`src/rtl/coords_stream.sv`:
```
// Streams pixel coordinates of a cfg_w x cfg_h frame, LANES coordinates per beat, with valid/ready flow control.
// Optional COORDS_STREAM_SERPENTINE_EN scans odd rows right-to-left.
module coords_stream #(
  parameter int WIDTH  = 256,
  parameter int HEIGHT = 256,
  parameter int LANES  = 4,
  localparam int WB    = $clog2(WIDTH),
  localparam int HB    = $clog2(HEIGHT)
) (
  input  logic                clk,
  input  logic                rst_n,
  input  logic                start,
  input  logic [WB:0]         cfg_w,
  input  logic [HB:0]         cfg_h,
  output logic                out_valid,
  input  logic                out_ready,
  output logic [LANES*WB-1:0] x,
  output logic [LANES*HB-1:0] y,
  output logic                line_last,
  output logic                frame_last,
  output logic                busy,
  output logic                done,
  output logic                cfg_err
);

  typedef enum logic {IDLE, RUN} state_t;

  localparam logic [WB:0] LANES_W  = (WB+1)'(LANES);
  localparam logic [WB:0] WIDTH_W  = (WB+1)'(WIDTH);
  localparam logic [HB:0] HEIGHT_W = (HB+1)'(HEIGHT);

  state_t      state, state_nxt;
  logic [WB:0] base;
  logic [HB:0] row;
  logic [WB:0] cfg_w_q;
  logic [HB:0] cfg_h_q;
  logic        cfg_ok;
  logic        line_end;
  logic        row_end;
  logic [WB:0] pos;

  assign cfg_ok   = (cfg_w != '0) && (cfg_w <= WIDTH_W) && ((cfg_w % LANES_W) == '0) &&
                    (cfg_h != '0) && (cfg_h <= HEIGHT_W);
  assign line_end = (base + LANES_W) == cfg_w_q;
  assign row_end  = row == (cfg_h_q - (HB+1)'(1));

  always_ff @(posedge clk) begin
    if (!rst_n) state <= IDLE;
    else        state <= state_nxt;
  end

  always_comb begin
    state_nxt = state;
    case (state)
      IDLE:    if (start && cfg_ok) state_nxt = RUN;
      RUN:     if (out_ready && line_end && row_end) state_nxt = IDLE;
      default: state_nxt = IDLE;
    endcase
  end

  always_comb begin
    out_valid  = (state == RUN);
    busy       = (state == RUN);
    line_last  = (state == RUN) && line_end;
    frame_last = (state == RUN) && line_end && row_end;
  end

  // base/row are left untouched on the final transfer so x/y keep showing the last beat in IDLE
  always_ff @(posedge clk) begin
    if (!rst_n) begin
      base    <= '0;
      row     <= '0;
      cfg_w_q <= '0;
      cfg_h_q <= '0;
      done    <= 1'b0;
      cfg_err <= 1'b0;
    end else begin
      done    <= 1'b0;
      cfg_err <= 1'b0;
      if (state == IDLE) begin
        if (start) begin
          if (cfg_ok) begin
            cfg_w_q <= cfg_w;
            cfg_h_q <= cfg_h;
            base    <= '0;
            row     <= '0;
          end else begin
            cfg_err <= 1'b1;
          end
        end
      end else if (out_ready) begin
        if (frame_last) begin
          done <= 1'b1;
        end else if (line_end) begin
          base <= '0;
          row  <= row + (HB+1)'(1);
        end else begin
          base <= base + LANES_W;
        end
      end
    end
  end

  always_comb begin
    x   = '0;
    y   = '0;
    pos = '0;
    for (int unsigned i = 0; i < LANES; i++) begin
      pos = base + (WB+1)'(i);
`ifdef COORDS_STREAM_SERPENTINE_EN
      if (row[0]) pos = cfg_w_q - (WB+1)'(1) - pos;
`endif
      x[i*WB +: WB] = WB'(pos);
      y[i*HB +: HB] = HB'(row);
    end
  end

endmodule
```
`config.mk`:
```
export PLATFORM = sky130hd
export DESIGN_NAME = coords_stream
export DESIGN_NICKNAME = d
export VERILOG_FILES = /design/src/rtl/coords_stream.sv
export SDC_FILE = /design/constraint.sdc
export NUM_CORES = 1
export LEC_CHECK = 0
export CAP_MARGIN = 25
export CORE_UTILIZATION = 31
export CTS_BUF_LIST = sky130_fd_sc_hd__clkbuf_2 sky130_fd_sc_hd__clkbuf_4 sky130_fd_sc_hd__clkbuf_8
export CTS_CLUSTER_SIZE = 14
export DETAILED_ROUTE_END_ITERATION = 10
export SYNTH_ARGS = -nofsm -noshare
export SYNTH_HDL_FRONTEND = slang
export SYNTH_SLANG_ARGS = --single-unit
```
`constraint.sdc`:
```
create_clock -name clk -period 3.99 [get_ports clk]
set_input_delay 0.798 -clock clk [delete_from_list [all_inputs] [get_ports clk]]
set_output_delay 0.798 -clock clk [all_outputs]
set_load 0.01 [all_outputs]
```
# == Yosys cells after proc, flatten, opt, wreduce, memory -nomap -nowiden ==
# Index checks and enable logic that the tools add are counted.
# word_totals
inputBits,22
out_inout_bits,70
regBits,39
# op_classes
magnitude_cmp,2
n_bitwise,3
mux,15
reduce_logical,19
n_addsub,6
n_eq_ne,5
# op_table
op,count
two-way mux 9 bit,10
== test 9 bit,2
less-or-equal comparator 9 bit (second input constant),2
nonzero test 9 bit,2
adder 8 x 2 -> 8 bit (second input constant),2
adder 9 x 1 -> 9 bit (second input constant),1
adder 9 x 3 -> 9 bit (second input constant),1
logical AND 1 bit,9
zero test 9 bit,1
subtractor 9 x 1 -> 9 bit (second input constant),1
adder 8 x 1 -> 8 bit (second input constant),1
AND reduction 3 bit,2
AND reduction 5 bit,1
two-way mux 1 bit,4
!= test 2 bit (second input constant),2
AND reduction 4 bit,1
nonzero test 2 bit,2
inverter 1 bit,3
OR reduction 3 bit,1
!= test 2 x 1 -> 1 bit (second input constant),1
one-hot mux 1 bit (2 select lines),1

# == Logic depth before layout (Yosys ltp) ==
# depth
word_depth,8
ltp_mapped,11

# == Least setup slack after synthesis ==
# Ideal clock, no wire load.
# synth_path
kind,input to register
startpoint,in cfg_w[4]
endpoint,reg cfg_h_q[0]
path_slack_ns,0.798
arrival_ns,3.065
cell_stages,9
setup_ns,0.128
path_cell_list,or4_1 nor3_1 xor2_1 or4_1 nor3b_1 buf_2 buf_2 mux2i_1 nor2_1
# synth_between
elab_chain_len,6
elab_cells_between_ends,7
cone_classes,1 x order compare; 6 x reduce/logical
# synth_rtl
element,line_no,rtl
"start, declared",13,"input logic [WB:0] cfg_w,"
less-or-equal comparator 9 bit / nonzero test 9 bit (equally long branches),42,assign cfg_ok = (cfg_w != '0) && (cfg_w <= WIDTH_W) && ((cfg_w % LANES_W) == '0) &&
logical AND 1 bit * (3 in series),42,
logical AND 1 bit *,43,(cfg_h != '0) && (cfg_h <= HEIGHT_W);
AND reduction 3 bit (no line) *,n/a,
"end signal, assigned",84,cfg_h_q <= cfg_h;
"end, declared",36,logic [HB:0] cfg_h_q;
# Every way passes the cells marked *; elsewhere a longest branch is shown, timed or not.
# A chain may end at the register's enable or synchronous reset.

# == Worst setup path after layout ==
# layout_path
startpoint,reg base[2]
endpoint,out frame_last
# layout_between
elab_chain_len,4
# layout_rtl
element,line_no,rtl
"start, declared",33,logic [WB:0] base;
"start signal, assigned",98,base <= base + LANES_W;
adder 9 x 3 -> 9 bit,44,assign line_end = (base + LANES_W) == cfg_w_q;
== test 9 bit,44,
logical AND 1 bit (2 in series),65,frame_last = (state == RUN) && line_end && row_end;
"end, declared",20,"output logic frame_last,"
# Every way passes these cells.

==> results_dict.tcl <==
set metrics [dict create \
    outcome "finished, final reports clean" \
    synth_cell_types 58 \
    nets 369 \
    antenna_found_initial 0 \
    syn_to_final_growth_pct 24.9 \
    slowest_delay_ns 0.56 \
    tns_ns 0 \
    worstPathCellList "ha_1 > xor2_1 > or4_1 > a2111oi_4 > nor4b_2 > and2_1 > clkdlybuf4s50_1" \
    relSlewSlack_pct 60.4 \
    hpwl_um 4610 \
    antenna_left 0 \
    p_leak_uw 0.00108 \
    pre_cts_slack_ns 0.388 \
    clkPwrFrac_pct 46.3 \
    synthArstFlopShare_pct 0 \
    grt_max_degree 27 \
    start_util_pct 32.2 \
    synth_cells 319 \
    finalSetupViolations 0 \
    portBuffers 83 \
    yosys_most_used_dff "dfxtp_1" \
    power_density_mw_per_mm2 251 \
    tightestPinTransition_ns 0.591 \
    numCtsBuffers 5 \
    drv_slew 0 \
    grt.overflow.total 0 \
    rsz0062_at_grt "false" \
    via_per_inst 4.88 \
    drc 0 \
    vias 2196 \
    fmax_ghz 0.261 \
    cts_hold_buf 0 \
    fin_skew_ns 0.00805 \
    clk_latency_ns 0.29 \
    cts_resized 0 \
    dp.cells 442 \
    hold_viol 0 \
    clk_pin_slew_ns 0.08 \
    critical_path_class "register to output pin" \
    p_comb_share_pct 8.8 \
    ios 92 \
    cts_max_path_buffers 2 \
    p_sw_uw 176 \
    gp_congestion 0.789 \
    antenna_cells 0 \
    grt_pass1_wl_um 9700 \
    rrSetupSlack_ns 0.96 \
    die_h_um 94.6 \
    drive_gt1_share_pct 8.70 \
    grt.total_usage_pct 14.0 \
    crit_path_end_kind "output pin" \
    wl_per_cell_um 13.3 \
    multi_input_comb_area_mm2 0.00141 \
    drt-total-wl_um 6000 \
    maxCapViolations 0 \
    regArea_um2 741 \
    stdcell_count 450 \
    fill_cells 828 \
    drt_first_pass_iters 4 \
    slowest_stage "or4_1" \
    fp.dieW_um 94.6 \
    sequentialPowerShare_pct 45.0 \
    cts_tree "done" \
    cp.arrival_ns 3.04 \
    grt_pass1_vias 1964 \
    intPower_uw 658 \
    period_needed_ns 3.83 \
    worstHoldPathType "register to register" \
    layout_setup_ws_ns 0.156 \
    avgSynthCellArea_um2 8.33 \
    yosysSeqAreaShare_pct 27.9 \
    crit_required_ns 3.19 \
    dieArea_mm2 0.00894 \
    ys_ff_latch 37 \
    finish.utilization_pct 40.2 \
    post_cts_buffers 0 \
    finalHoldWorstSlack_ns 0.474 \
    synth_warnings 0 \
    startpoint_type "register" \
    first_iter_violations 104 \
    syn-cell-area_mm2 0.00266 \
    p_sw_share_pct 21.1 \
    synth-edff-count 0 \
    ir_drop_mv 0.135 \
    fp-row-count 33 \
    coreArea_mm2 0.00826 \
    post-route-period-util_pct 96.1 \
    worstPathMaxFanout 2 \
    root_buffer "clkbuf_8" \
    htree_num_levels 2 \
    cts_num_sinks 37 \
]
kinds of logic (layout without fill, tap and decap cells):
group / count (synthesis) / after routing / synth area share (%)
AO/OA/AOI/OAI: 51 / 51 / 14.2
other: 2 / 8 / 0.283
XOR/XNOR: 17 / 17 / 5.61
buffers and inverters: 83 / 103 / 20.3
adder cells (fa/ha/maj): 3 / 3 / 1.41
AND/OR/NAND/NOR: 105 / 105 / 22.3
multiplexers: 21 / 21 / 7.91
flip-flops: 37 / 37 / 27.9
area by class of cell:
cell class	instances	share of cell area, %
Clock buffer	5	2.07
Clock inverter	3	1.96
Inverter	5	0.566
Multi-Input combinational cell	205	42.5
Sequential cell	37	22.3
Tap cell	105	3.96
Timing Repair Buffer	90	26.6
placed cells by master, fill, tap and decap left out, types with 2 or more instances in the layout:
cell type        Yosys  final
buf_4               57      7
bufinv_16            0      2
ha_1                 3      3
or3_1                3      3
nor4_1               4      4
dfxtp_1             37     37
nand2_1             22     22
a31oi_1              9      9
a21oi_2              4      4
and2_1               4      4
mux2i_1             21     21
xor2_1               4      4
a21boi_0             2      2
o21ai_0              9      9
xnor2_1             13     13
clkdlybuf4s50_1      0     83
nor3b_1              3      2
nor3_2               2      2
or4_1                6      6
o211ai_1             3      3
clkbuf_8             0      5
a211o_1              2      2
inv_1                4      4
a211oi_1             2      2
nand3b_1             2      2
nor2b_1              5      5
o21a_1               2      2
conb_1               2      8
and3_1               2      2
nand3_1              7      7
a21oi_1              7      7
nor3_1               9      9
nor2_1              22     22
power by group through the flow:
| stage | combinational (µW) | clock (µW) | sequential, µW |
|---|---|---|---|
| floorplan | 42.1 | 0 | 384 |
| global placement | 72.7 | 0 | 384 |
| detailed placement | 72.8 | 0 | 384 |
| CTS | 73.0 | 396 | 375 |
| global route | 79.2 | 411 | 375 |
| finish | 73.0 | 386 | 375 |
final timing paths:
check	cells after the start	startpoint	to
worst min-delay path	1	cfg_w_q[0]	cfg_w_q[0]
worst max register to register	8	base[2]	row[1]
worst max-delay path	7	base[2]	frame_last
worst min register to register	1	cfg_w_q[0]	cfg_w_q[0]
layer usage:
metal	wire, µm	track usage (%)	up-vias
met4	72	4.17	0
li1	-	-	1100
met2	2640	21.9	76
met5	0	0	-
met3	358	3.06	5
met1	2930	19.1	1015
cells in the mapped netlist, drive strengths merged (4+ instances only):
master,count,share of area (%)
o21ai,10,1.9
xor2,4,1.3
or4,6,1.7
nand3,9,2.4
a31oi,10,2.6
nor4,4,0.94
xnor2,13,4.3
buf,64,18
a21oi,11,2.6
nor2,22,3.1
and2,4,0.94
clkbuf,14,2.0
inv,4,0.57
mux2i,21,7.9
nor3,12,3.1
nand2,22,3.1
nor2b,5,1.2
dfxtp,37,28
critical path, delay by kind of cell, from the launching register on:
kind	cells	cell delay, ns
simple gates	3	1.06
buf+inv	1	0.54
fa+ha+maj	1	0.35
flops	1	0.32
compound gates	1	0.32
xor+xnor	1	0.16
per-stage QoR:
stage	instance area, µm²	total power (µW)
floorplan	2680	426
global placement	3180	456
detailed placement	3180	456
CTS	3310	844
global route	3320	866
finish	3320	833
flip-flops by register name (all words and copies together) (netlist names):
| signal | cells |
|---|---|
| row | 9 |
| cfg_w_q | 9 |
| cfg_h_q | 9 |
| done | 1 |
| busy | 1 |
| cfg_err | 1 |
| base | 7 |
No activity file was read; power rests on OpenSTA's default activity.
